<file path="config.mk">
export PLATFORM = sky130hd
export DESIGN_NAME = ff_fifo_ctrl
export DESIGN_NICKNAME = d
export VERILOG_FILES = /design/src/rtl/ff_fifo_ctrl.sv
export SDC_FILE = /design/constraint.sdc
export NUM_CORES = 1
export LEC_CHECK = 0
export ABC_AREA = 0
export BUFFER_PORTS_ARGS = -buffer_cell sky130_fd_sc_hd__buf_2
export CORE_ASPECT_RATIO = 1.4
export CORE_UTILIZATION = 45
export DETAILED_ROUTE_END_ITERATION = 8
export PLACE_DENSITY = 0.86
export SLEW_MARGIN = 20
export SYNTH_ARGS = -nofsm -noshare
export SYNTH_HDL_FRONTEND = slang
export SYNTH_SLANG_ARGS = --single-unit
</file>
<file path="constraint.sdc">
create_clock -name clk -period 2.91 [get_ports clk]
set_input_delay 0.582 -clock clk [delete_from_list [all_inputs] [get_ports clk]]
set_output_delay 0.582 -clock clk [all_outputs]
set_load 0.01 [all_outputs]
</file>
<file path="src/rtl/ff_fifo_ctrl.sv">
// Pointer and flag controller for a show-ahead FIFO built on an external
// flip-flop memory with one write port and an asynchronous read port.
module ff_fifo_ctrl #(
    parameter int DW        = 8,
    parameter int AW        = 4,
    parameter int AFULL_THR = 2**AW - 2
) (
    input  logic          clk,
    input  logic          rst_n,
    input  logic          flush,
    input  logic          s_valid,
    output logic          s_ready,
    input  logic [DW-1:0] s_data,
    output logic          m_valid,
    input  logic          m_ready,
    output logic [DW-1:0] m_data,
    output logic [AW:0]   count,
    output logic          almost_full,
    output logic          mem_wr_en,
    output logic [AW-1:0] mem_wr_addr,
    output logic [DW-1:0] mem_din,
    output logic [AW-1:0] mem_rd_addr,
    input  logic [DW-1:0] mem_dout
);

    localparam logic [AW:0] PTR_ONE   = (AW+1)'(1);
    localparam logic [AW:0] AFULL_LVL = (AW+1)'(AFULL_THR);

    logic [AW:0] wr_ptr;
    logic [AW:0] rd_ptr;
    logic        empty;
    logic        full;
    logic        push;
    logic        pop;

    assign empty = (wr_ptr == rd_ptr);
    assign full  = (wr_ptr[AW-1:0] == rd_ptr[AW-1:0]) &&
                   (wr_ptr[AW] != rd_ptr[AW]);

    assign s_ready = !full && !flush;
    assign m_valid = !empty;
    assign push    = s_valid && s_ready;
    assign pop     = m_valid && m_ready && !flush;

    assign mem_wr_en   = push;
    assign mem_wr_addr = wr_ptr[AW-1:0];
    assign mem_din     = s_data;
    assign mem_rd_addr = rd_ptr[AW-1:0];
    assign m_data      = mem_dout;

    // Wrap bit makes the modular difference exact over 0..2**AW
    assign count       = wr_ptr - rd_ptr;
    assign almost_full = (count >= AFULL_LVL);

    always_ff @(posedge clk or negedge rst_n) begin
        if (!rst_n) begin
            wr_ptr <= '0;
            rd_ptr <= '0;
        end else if (flush) begin
            wr_ptr <= '0;
            rd_ptr <= '0;
        end else begin
            if (push) wr_ptr <= wr_ptr + PTR_ONE;
            if (pop)  rd_ptr <= rd_ptr + PTR_ONE;
        end
    end

endmodule
</file>
# After elaboration in Yosys (flattened, before gate mapping)
# Index checks and enable logic that the tools add are counted.
# totals
register_bits	10
out_inout_bits	33
input_bits	21
elab_cells	23
# classes
n_addsub	3
order_cmp	1
muxes	4
n_reduce_logical	10
n_eq_ne	3
# ops
cell	n
$mux 5	4
$add 5x1->5 const B	2
$eq 5x5->1	1
$ge 5x4->1 const B	1
$logic_and 1x1->1	5
$sub 5x5->5	1
$eq 4x4->1	1
$reduce_bool 2->1	2
$logic_not 1->1	3
$ne 1x1->1	1

# Depth between registers and ports, before layout
# depth
depth_word	7
mapped_depth	8
depth_no_buf	8

# Worst setup path before layout
# Ideal clock, no wire load.
# synth_path
kind	register to output
startpoint	register wr_ptr[0]
endpoint	output almost_full
n_path_buf	0
slack_ns	0.596
t_arrival_ns	1.732
required_time_ns	2.328
path_stages_with_launch	8
path_cell_list	dfrtp_1 > inv_1 > ha_1 > inv_1 > fa_1 > inv_1 > a2111o_1 > o211ai_1
# synth_between
elab_chain_cells	2
# synth_lines
element	line_no	text
start: declaration	29	logic [AW:0] wr_ptr;
start signal: assignment	63	if (push) wr_ptr <= wr_ptr + PTR_ONE;
$sub 5x5->5	52	assign count = wr_ptr - rd_ptr;
via count[1]	17	output logic [AW:0] count,
$ge 5x4->1	53	assign almost_full = (count >= AFULL_LVL);
end: declaration	18	output logic almost_full,
# The timed path passes the listed nets, and every way through them passes these cells.

# Worst setup path in the final report
# layout_path
startpoint	register wr_ptr[0]
endpoint	output almost_full
# layout_between
elab_chain_cells	2
# layout_lines
element	line_no
$sub 5x5->5	52
$ge 5x4->1	53
# Every way passes these cells.

==> results.json <==
{
  "run_status": "complete, no violations",
  "finClkSkew_ns": 0.000909,
  "cts.htree.levels": 1,
  "report.final.hold_viol_count": 0,
  "final_antenna_net_count": 0,
  "holdCritPathClass": "in2async",
  "ir_drop_v": 0.000204,
  "syn2layout_area_growth_pct": -4.32,
  "powerDensity_nw_per_um2": 445,
  "layout.cells.most_common": "buf_2",
  "cp_max_fo": 5,
  "critical_path_s_slowest_cell": "dfrtp_1",
  "vias_per_inst": 5.60,
  "antenna_fix_cells": 0,
  "initial_utilization_pct": 47.1,
  "antenna_found_initial": 0,
  "finalCritPeriodShare_pct": 94.4,
  "die_height_um": 58.2,
  "routed_wire_length_per_instance_um": 13.4,
  "row_count": 20,
  "cts_max_path_buffers": 2,
  "timing.final.ws_setup_ns": 0.163,
  "postSynthCellCount": 115,
  "setup_total_neg_slack_ns": 0,
  "worst_path_cell_chain": "inv_1 > ha_1 > inv_1 > fa_1 > xnor2_1 > a2111o_1 > o211ai_1 > buf_2",
  "rsz0062_at_grt": "no",
  "timing.final.setup_violations": 0,
  "crit_path_start": "wr_ptr[0]",
  "grt_max_degree": 23,
  "grt_pass1_vias": 687,
  "syn-mean-instance-area_um2": 8.81,
  "dieWidth_um": 42.1,
  "report.final.slew_viol_count": 0,
  "worst-slew-pin-transition_ns": 0.543,
  "cp_data_arrival_time_ns": 2.16,
  "final_util_pct": 45.1,
  "timing.rr.start": "rd_ptr[2]",
  "via_count": 750,
  "grt.total_usage_pct": 15.3,
  "yosys_register_bits": 10,
  "place.gp.congestion": 0.873,
  "start_kind": "flop",
  "critPathKind": "reg2out",
  "syn-cell-area_um2": 1010,
  "clock.fmax_ghz": 0.364,
  "ys.warnings.count": 0,
  "lkg_pwr_uw": 0.000499,
  "grt_pass1_wl_mm": 2.87,
  "worst_ep_required_time_ns": 2.33,
  "die-area_um2": 2450,
  "cts-resized-gates": 0,
  "postCtsSetupRepairBufs": 0,
  "layout.cells.most_common_list": "buf_2 (21), nor2_1 (12), dfrtp_1 (10), a21oi_1 (9), inv_1 (8)",
  "clk_latency_ns": 0.25,
  "synth_fp_nets": 143,
  "period_needed_ns": 2.75,
  "max_stage_delay_on_crit_path_ns": 0.41,
  "path_clk_slew_ns": 0.06,
  "synth_seq_area_share_pct": 24.7,
  "grt_overflow": 0,
  "critical_path.endpoint_type": "output port",
  "cts.sinks": 10,
  "synth_cell_type_count": 28,
  "maxCapViolations": 0,
  "detail_route.first_pass.iterations": 4,
  "critPathMostFrequentCell": "inv_1",
  "preCtsSetupSlack_ns": 0.433,
  "power_uw": 432,
  "drt_drc_violations_left": 0,
  "coreArea_um2": 2150,
  "hpwlAfterDp_mm": 1.49,
  "port-buffer-count": 21,
  "drt_iter0_drc": 19,
  "num_io_pins": 54,
  "slew-limit-headroom_pct": 63.5,
  "nNetsFinal": 142,
  "cts-hold-fix-buffers": 0,
  "wl_mm": 1.80,
  "ctsRootBufferMaster": "clkbuf_4",
  "tritoncts": "yes",
  "cts_inserted_buffers": 3,
  "post_route_cells_drive_above_1_share_pct": 30.4
}
## critical path, delay by kind of cell (launching register included)
kind | cells | cell delay, ns
fa+ha+maj | 2 | 0.56
xor+xnor | 1 | 0.16
flops | 1 | 0.41
compound gates | 2 | 0.48
buf+inv | 3 | 0.30
## metrics by stage
stage | hold slack [ns] | instances | cell area (um2)
6_report | 0.182 | 134 | 970
5_1_grt | 0.169 | 134 | 970
4_1_cts | 0.172 | 134 | 970
3_5_place_dp | 0.455 | 131 | 947
3_3_place_gp | 0.451 | 131 | 947
2_1_floorplan | 0.286 | 115 | 1010
## area by class of cell
| type | instances | area (um2) |
|---|---|---|
| fill | 209 | 1180 |
| multi-input combinational | 70 | 534 |
| sequential | 10 | 250 |
| timing repair buffer | 21 | 105 |
| inverter | 8 | 30.0 |
| tap | 22 | 27.5 |
| clock buffer | 3 | 22.5 |
## Yosys cell counts
cell,count,area (um2)
dfrtp_1,10,250
and2_1,1,6.26
mux2_1,1,11.3
mux2_2,7,78.8
xnor2_1,2,17.5
xor2_1,2,17.5
nand2b_1,4,25.0
a21oi_1,9,45.0
nand3b_1,1,7.51
a2111oi_4,1,27.5
a21boi_2,1,11.3
nor2_1,12,45.0
clkbuf_1,2,7.51
fa_1,1,20.0
ha_1,6,75.1
inv_1,8,30.0
a21boi_1,1,7.51
o211ai_1,1,7.51
and4_4,1,11.3
a2111o_1,1,11.3
mux2i_1,2,20.0
nand4_1,4,25.0
nor2b_1,6,37.5
and3_1,1,6.26
buf_6,1,11.3
buf_4,24,180
nand3_1,1,5.00
nand2_1,4,15.0
## sequential cells by signal, indices dropped and copies added (netlist names)
name,count
rd_ptr,5
wr_ptr,5
## final timing paths
path                                    end  slack [ns]  cells past startpoint
worst max-delay path            almost_full        0.16                      8
worst min-delay path              rd_ptr[2]        0.18                      1
worst min register to register    rd_ptr[1]        0.63                      2
max in group asynchronous         rd_ptr[0]        2.53                      1
worst max register to register    rd_ptr[4]        0.93                      5
min in group clk                  rd_ptr[1]        0.63                      2
## power by group
group          internal [uW]  switching, uW  total [uW]
Sequential               146           10.8         157
Clock                   47.4           40.5        87.9
Combinational           79.6            107         187
Total                    273            159         432
## layer usage
metal  global-route usage, %  vias to the layer above  wire, um
li1                        -                      356         -
met1                    15.3                      365       671
met2                    27.5                       25      1000
met3                    4.05                        4        96
met4                    9.82                        0        31
met5                       0                        -         0
## cell families after synthesis
group                      after synthesis  synth area share (%)
adders and majority gates                7                  9.38
buffers and inverters                   35                  22.6
muxes                                   10                  10.9
xor gates and xnor gates                 4                  3.46
DFF                                     10                  24.7
and+or+nand+nor                         35                  18.1
AOI/OAI and AO/OA                       14                  10.9
(Power assumes the default switching activity.)
